File: src/rtl/kp_pkg.sv
// Shared types and constants for the 4x4 keypad scanner.
// Contents:
//   kp_state_t  scanner FSM states
//   NUM_ROWS, NUM_COLS, KEY_W  matrix geometry and key-code width
//   lowest_low  index of the lowest-numbered active-low row
package kp_pkg;

  typedef enum logic [1:0] {SCAN, DEBOUNCE, HELD, REL_DB} kp_state_t;

  localparam int unsigned NUM_ROWS = 4;
  localparam int unsigned NUM_COLS = 4;
  localparam int unsigned KEY_W    = 4;

  // Lowest row wins when several keys in the driven column are down.
  function automatic logic [1:0] lowest_low(input logic [NUM_ROWS-1:0] rows);
    lowest_low = 2'd0;
    for (int i = int'(NUM_ROWS) - 1; i >= 0; i--) begin
      if (!rows[i]) lowest_low = 2'(i);
    end
  endfunction

endpackage

File: src/rtl/sync_2ff.sv
// Two-flop synchroniser for asynchronous level inputs.
// Ports:
//   clk    in   system clock
//   rst_n  in   asynchronous active-low reset
//   d      in   WIDTH  asynchronous input
//   q      out  WIDTH  synchronised output (two clocks of latency)
// RESET_VAL sets the idle level both stages take in reset.
module sync_2ff #(
  parameter int unsigned      WIDTH     = 1,
  parameter logic [WIDTH-1:0] RESET_VAL = '0
) (
  input  logic             clk,
  input  logic             rst_n,
  input  logic [WIDTH-1:0] d,
  output logic [WIDTH-1:0] q
);

  logic [WIDTH-1:0] meta_q;
  logic [WIDTH-1:0] sync_q;

  always_ff @(posedge clk or negedge rst_n) begin
    if (!rst_n) begin
      meta_q <= RESET_VAL;
      sync_q <= RESET_VAL;
    end else begin
      meta_q <= d;
      sync_q <= meta_q;
    end
  end

  assign q = sync_q;

endmodule

File: src/rtl/keypad_scanner.sv
// 4x4 matrix keypad scanner with debounce and a one-entry valid/ready output.
// Ports:
//   clk          in   system clock, rising edge
//   rst_n        in   asynchronous active-low reset
//   row_i        in   4  keypad rows, active-low, asynchronous
//   col_o        out  4  column drive, active-low, exactly one bit low
//   key_code     out  4  {row_idx, col_idx} of the buffered key
//   key_valid    out  1  key_code holds an unconsumed key
//   key_ready    in   1  consumer accepts when key_valid & key_ready
//   key_overrun  out  1  one-cycle pulse when a key is dropped (buffer full)
module keypad_scanner
  import kp_pkg::*;
#(
  parameter int unsigned SCAN_DIV     = 16,
  parameter int unsigned DEBOUNCE_CNT = 1000
) (
  input  logic                clk,
  input  logic                rst_n,
  input  logic [NUM_ROWS-1:0] row_i,
  output logic [NUM_COLS-1:0] col_o,
  output logic [KEY_W-1:0]    key_code,
  output logic                key_valid,
  input  logic                key_ready,
  output logic                key_overrun
);

  localparam int unsigned DWELL_W = $clog2(SCAN_DIV);
  localparam int unsigned DB_W    = $clog2(DEBOUNCE_CNT + 1);

  localparam logic [DWELL_W-1:0] DWELL_LAST = DWELL_W'(SCAN_DIV - 1);
  localparam logic [DB_W-1:0]    DB_LAST    = DB_W'(DEBOUNCE_CNT - 1);
  localparam logic [DWELL_W-1:0] DWELL_ONE  = DWELL_W'(1);
  localparam logic [DB_W-1:0]    DB_ONE     = DB_W'(1);

  logic [NUM_ROWS-1:0] row_s;

  kp_state_t          state_q, state_d;
  logic [1:0]         col_q, col_d;
  logic [1:0]         row_idx_q, row_idx_d;
  logic [DWELL_W-1:0] dwell_q, dwell_d;
  logic [DB_W-1:0]    db_q, db_d;
  logic               key_event;

  logic [KEY_W-1:0]   code_q, code_d;
  logic               valid_q, valid_d;
  logic               overrun_q, overrun_d;

  logic               row_sel;
  logic               rows_idle;

  // Rows idle high, so the synchroniser resets to all-ones to avoid a phantom press.
  sync_2ff #(
    .WIDTH     (NUM_ROWS),
    .RESET_VAL ({NUM_ROWS{1'b1}})
  ) u_row_sync (
    .clk   (clk),
    .rst_n (rst_n),
    .d     (row_i),
    .q     (row_s)
  );

  assign row_sel   = row_s[row_idx_q];
  assign rows_idle = &row_s;

  always_ff @(posedge clk or negedge rst_n) begin
    if (!rst_n) begin
      state_q   <= SCAN;
      col_q     <= 2'd0;
      row_idx_q <= 2'd0;
      dwell_q   <= '0;
      db_q      <= '0;
      code_q    <= '0;
      valid_q   <= 1'b0;
      overrun_q <= 1'b0;
    end else begin
      state_q   <= state_d;
      col_q     <= col_d;
      row_idx_q <= row_idx_d;
      dwell_q   <= dwell_d;
      db_q      <= db_d;
      code_q    <= code_d;
      valid_q   <= valid_d;
      overrun_q <= overrun_d;
    end
  end

  // Scan / debounce FSM.
  always_comb begin
    state_d   = state_q;
    col_d     = col_q;
    row_idx_d = row_idx_q;
    dwell_d   = dwell_q;
    db_d      = db_q;
    key_event = 1'b0;

    unique case (state_q)
      SCAN: begin
        if (dwell_q == DWELL_LAST) begin
          dwell_d = '0;
          if (!rows_idle) begin
            row_idx_d = lowest_low(row_s);
            db_d      = '0;
            state_d   = DEBOUNCE;
          end else begin
            col_d = col_q + 2'd1;
          end
        end else begin
          dwell_d = dwell_q + DWELL_ONE;
        end
      end

      DEBOUNCE: begin
        if (row_sel) begin
          // Bounce: give up on this column and move on.
          db_d    = '0;
          dwell_d = '0;
          col_d   = col_q + 2'd1;
          state_d = SCAN;
        end else if (db_q == DB_LAST) begin
          key_event = 1'b1;
          db_d      = '0;
          state_d   = HELD;
        end else begin
          db_d = db_q + DB_ONE;
        end
      end

      HELD: begin
        if (rows_idle) begin
          db_d    = '0;
          state_d = REL_DB;
        end
      end

      REL_DB: begin
        if (!rows_idle) begin
          db_d    = '0;
          state_d = HELD;
        end else if (db_q == DB_LAST) begin
          db_d    = '0;
          dwell_d = '0;
          col_d   = col_q + 2'd1;
          state_d = SCAN;
        end else begin
          db_d = db_q + DB_ONE;
        end
      end

      default: state_d = SCAN;
    endcase
  end

  // One-entry output buffer; a new key may replace one being accepted this cycle.
  always_comb begin
    code_d    = code_q;
    valid_d   = valid_q;
    overrun_d = 1'b0;
    if (key_event) begin
      if (!valid_q || key_ready) begin
        code_d  = {row_idx_q, col_q};
        valid_d = 1'b1;
      end else begin
        overrun_d = 1'b1;
      end
    end else if (valid_q && key_ready) begin
      valid_d = 1'b0;
    end
  end

  always_comb begin
    col_o        = '1;
    col_o[col_q] = 1'b0;
  end

  assign key_code    = code_q;
  assign key_valid   = valid_q;
  assign key_overrun = overrun_q;

endmodule

File: config.mk
export PLATFORM = sky130hd
export DESIGN_NAME = keypad_scanner
export DESIGN_NICKNAME = d
export VERILOG_FILES = /design/src/rtl/kp_pkg.sv /design/src/rtl/sync_2ff.sv /design/src/rtl/keypad_scanner.sv
export SDC_FILE = /design/constraint.sdc
export NUM_CORES = 1
export LEC_CHECK = 0
export BUFFER_PORTS_ARGS = -buffer_cell sky130_fd_sc_hd__buf_4
export CORE_UTILIZATION = 52
export CTS_CLUSTER_SIZE = 10
export DETAILED_ROUTE_END_ITERATION = 8
export PLACE_DENSITY_LB_ADDON = 0.08
export SYNTH_ARGS = -nofsm -noshare
export SYNTH_HDL_FRONTEND = slang
export SYNTH_SLANG_ARGS = --single-unit
File: constraint.sdc
create_clock -name clk -period 2.02 [get_ports clk]
set_clock_uncertainty 0.1 [all_clocks]
set_input_delay 0.404 -clock clk [delete_from_list [all_inputs] [get_ports clk]]
set_output_delay 0.404 -clock clk [all_outputs]
set_load 0.03 [all_outputs]
==> out/qor.csv <==
metric;value;unit
worst_ir_drop_vdd;0.5471;mV
ant_nets;0;
ys.flop_type;dfrtp_1;
synth_top_area_share;39.33;%
layout-drive-gt1-share;35.48;%
cts_tree;done;
routed_via_density;5.248;
endpoint_kind;flop;
arrival;2.17;ns
first_pass_iters;3;
synth_seq_cells;34;
grt_use_total;20.58;%
wl_per_cell;12.90;um
io_pins;17;
grt_setup_unrepaired;yes;
drt_iter0_markers;62;
maxCapViolCount;0;
start_util;54.63;%
antenna_found_initial;0;
startpoint_type;flop;
fin_nets;198;
wl;2966;um
finalSetupViolations;0;
syn-cell-area;1654;um2
seq_area_frac_synth;52.04;%
overflow;0;
grt_pass1_vias;1160;
hpwl;2123;um
die_h;58.40;um
slew_headroom;64.87;%
cp.required;2.21;ns
cp_max_fo;6;
synth_nets;168;
max_freq;504.5;MHz
leakagePower;0.9226;nW
yosysTopAreaCell;dfrtp_1;
min_path_type;input pin to flop;
syn_avg_cell_area;10.67;um2
worstMarginPinSlew;0.5230;ns
hold_viol;0;
drc;0;
instances_no_fill;230;
cts.clk_slew.worst_paths;0.11;ns
cts_inserted_buffers;5;
post-place-ws;0.02832;ns
period_needed;1.982;ns
std_cell_rows;20;
area_growth;20.05;%
hold_slack;0.06375;ns
grt_start_max_net_pins;35;
gp_congestion;0.7743;
synth_cell_types;42;
r2r_slack;0.04;ns
finalMaxSlewViolations;0;
clockBufferDepth;2;
synth_warnings;0;
insertion_delay;0.34;ns
antennaDiodeCount;0;
period_share;98.13;%
worst_slack;0.03785;ns
vias;1207;
ys_top_cells_by_count;dfrtp_1, nand2_1, inv_1;
ctsHtreeMaxLevel;2;
synthCells;155;
grt_pass1_wl;5140;um
synth_area_leaders;dfrtp_1, dfstp_2, ha_1, nand2_1, a21oi_1;
dp_cells;220;
io_buffers;16;
cts-root-buf;clkbuf_4;
status;finished clean;
cts_sinks;34;
power_per_cell_area;1008;nW/um2
worst-setup-path-type;flop to flop;
dieWidth;58.40;um
fp.dieArea;3411;um2
async_flop_share;100.0;%
coreArea;3028;um2
synth_edf_count;0;
synth_most_common_cell;dfrtp_1;
kinds of logic after synthesis:
kind of cell               synth area share (%)
AOI/OAI and AO/OA                         14.37
xor gates and xnor gates                  1.589
adders and majority gates                 4.538
buffers and inverters                     5.825
DFF                                       52.04
muxes                                     5.976
and+or+nand+nor                           15.66
worst paths after layout:
kind | start | end | cells past startpoint
setup / recovery | row_idx_q[0] | db_q[1] | 5
hold / removal | row_i[0] | u_row_sync.meta_q[0] | 1
setup reg to reg | row_idx_q[0] | db_q[1] | 5
hold reg to reg | u_row_sync.meta_q[3] | u_row_sync.q[3] | 0
max in group asynchronous | rst_n | u_row_sync.q[0] | 2
min in group asynchronous | rst_n | dwell_q[2] | 2
cells in the final DEF (no fill, tap or decap), types with 3 or more instances in the layout:
master / synthesis / layout
o21ai_1: 3 / 3
nor2_1: 4 / 4
inv_1: 13 / 13
dfrtp_1: 26 / 26
clkbuf_4: 1 / 5
nand2_1: 17 / 17
o21ai_0: 7 / 7
ha_1: 6 / 6
nand3_1: 7 / 6
xnor2_1: 3 / 3
buf_4: 1 / 28
nor3_1: 5 / 5
a21oi_1: 12 / 10
dfstp_2: 8 / 8
mux2_2: 5 / 5
flip-flops by register name (all words and copies together) (netlist names), 2 cells and up:
signal and count:
u_row_sync.q 4, state_q 2, key_code 4, u_row_sync.meta_q 4, col_q 2, dwell_q 4, db_q 10, row_idx_q 2
timing repair:
action | in CTS | in global routing
buffers inserted | 0 | 1
endpoints found under the hold margin | 26 | 0
hold buffers | 1 | 0
gates resized for setup | 1 | 6
pin swaps | 1 | 3
setup endpoints to repair | 2 | 10
critical path: stages (launching register included):
cell,delay [ns]
dfrtp_1,0.38
mux4_2,0.51
or3b_4,0.43
a21oi_4,0.24
buf_4,0.15
a22o_2,0.13
power breakdown:
group / switching, mW / internal (mW)
Sequential: 0.109 / 0.789
Combinational: 0.334 / 0.283
Clock: 0.231 / 0.256
Total: 0.673 / 1.33
area by class of cell:
| type | instances | area [um2] |
|---|---|---|
| Fill cell | 248 | 1042 |
| Tap cell | 44 | 55.05 |
| Multi-Input combinational cell | 102 | 723.2 |
| Clock buffer | 5 | 37.54 |
| Timing Repair Buffer | 29 | 220.2 |
| Inverter | 13 | 48.80 |
| Sequential cell | 34 | 860.8 |
| Clock inverter | 3 | 40.04 |
routing by layer:
layer	vias to the layer above	share of wire, %	GRT usage [%]
met5	-	0	0
met4	0	2.8	15.31
met3	8	3.8	4.615
met2	23	48	32.02
met1	571	46	25.11
li1	605	-	-
metrics by stage:
stage / setup TNS, ns / cell area (um2) / power (mW) / utilization (%)
finish: 0 / 1986 / 2.002 / 65.58
global route: -0.4341 / 1986 / 2.127 / 65.58
CTS: 0 / 1954 / 2.010 / 64.55
detailed placement: 0 / 1864 / 1.510 / 61.57
global placement: 0 / 1864 / 1.480 / 61.57
floorplan: 0 / 1654 / 1.306 / -
(Power assumes the default switching activity.)
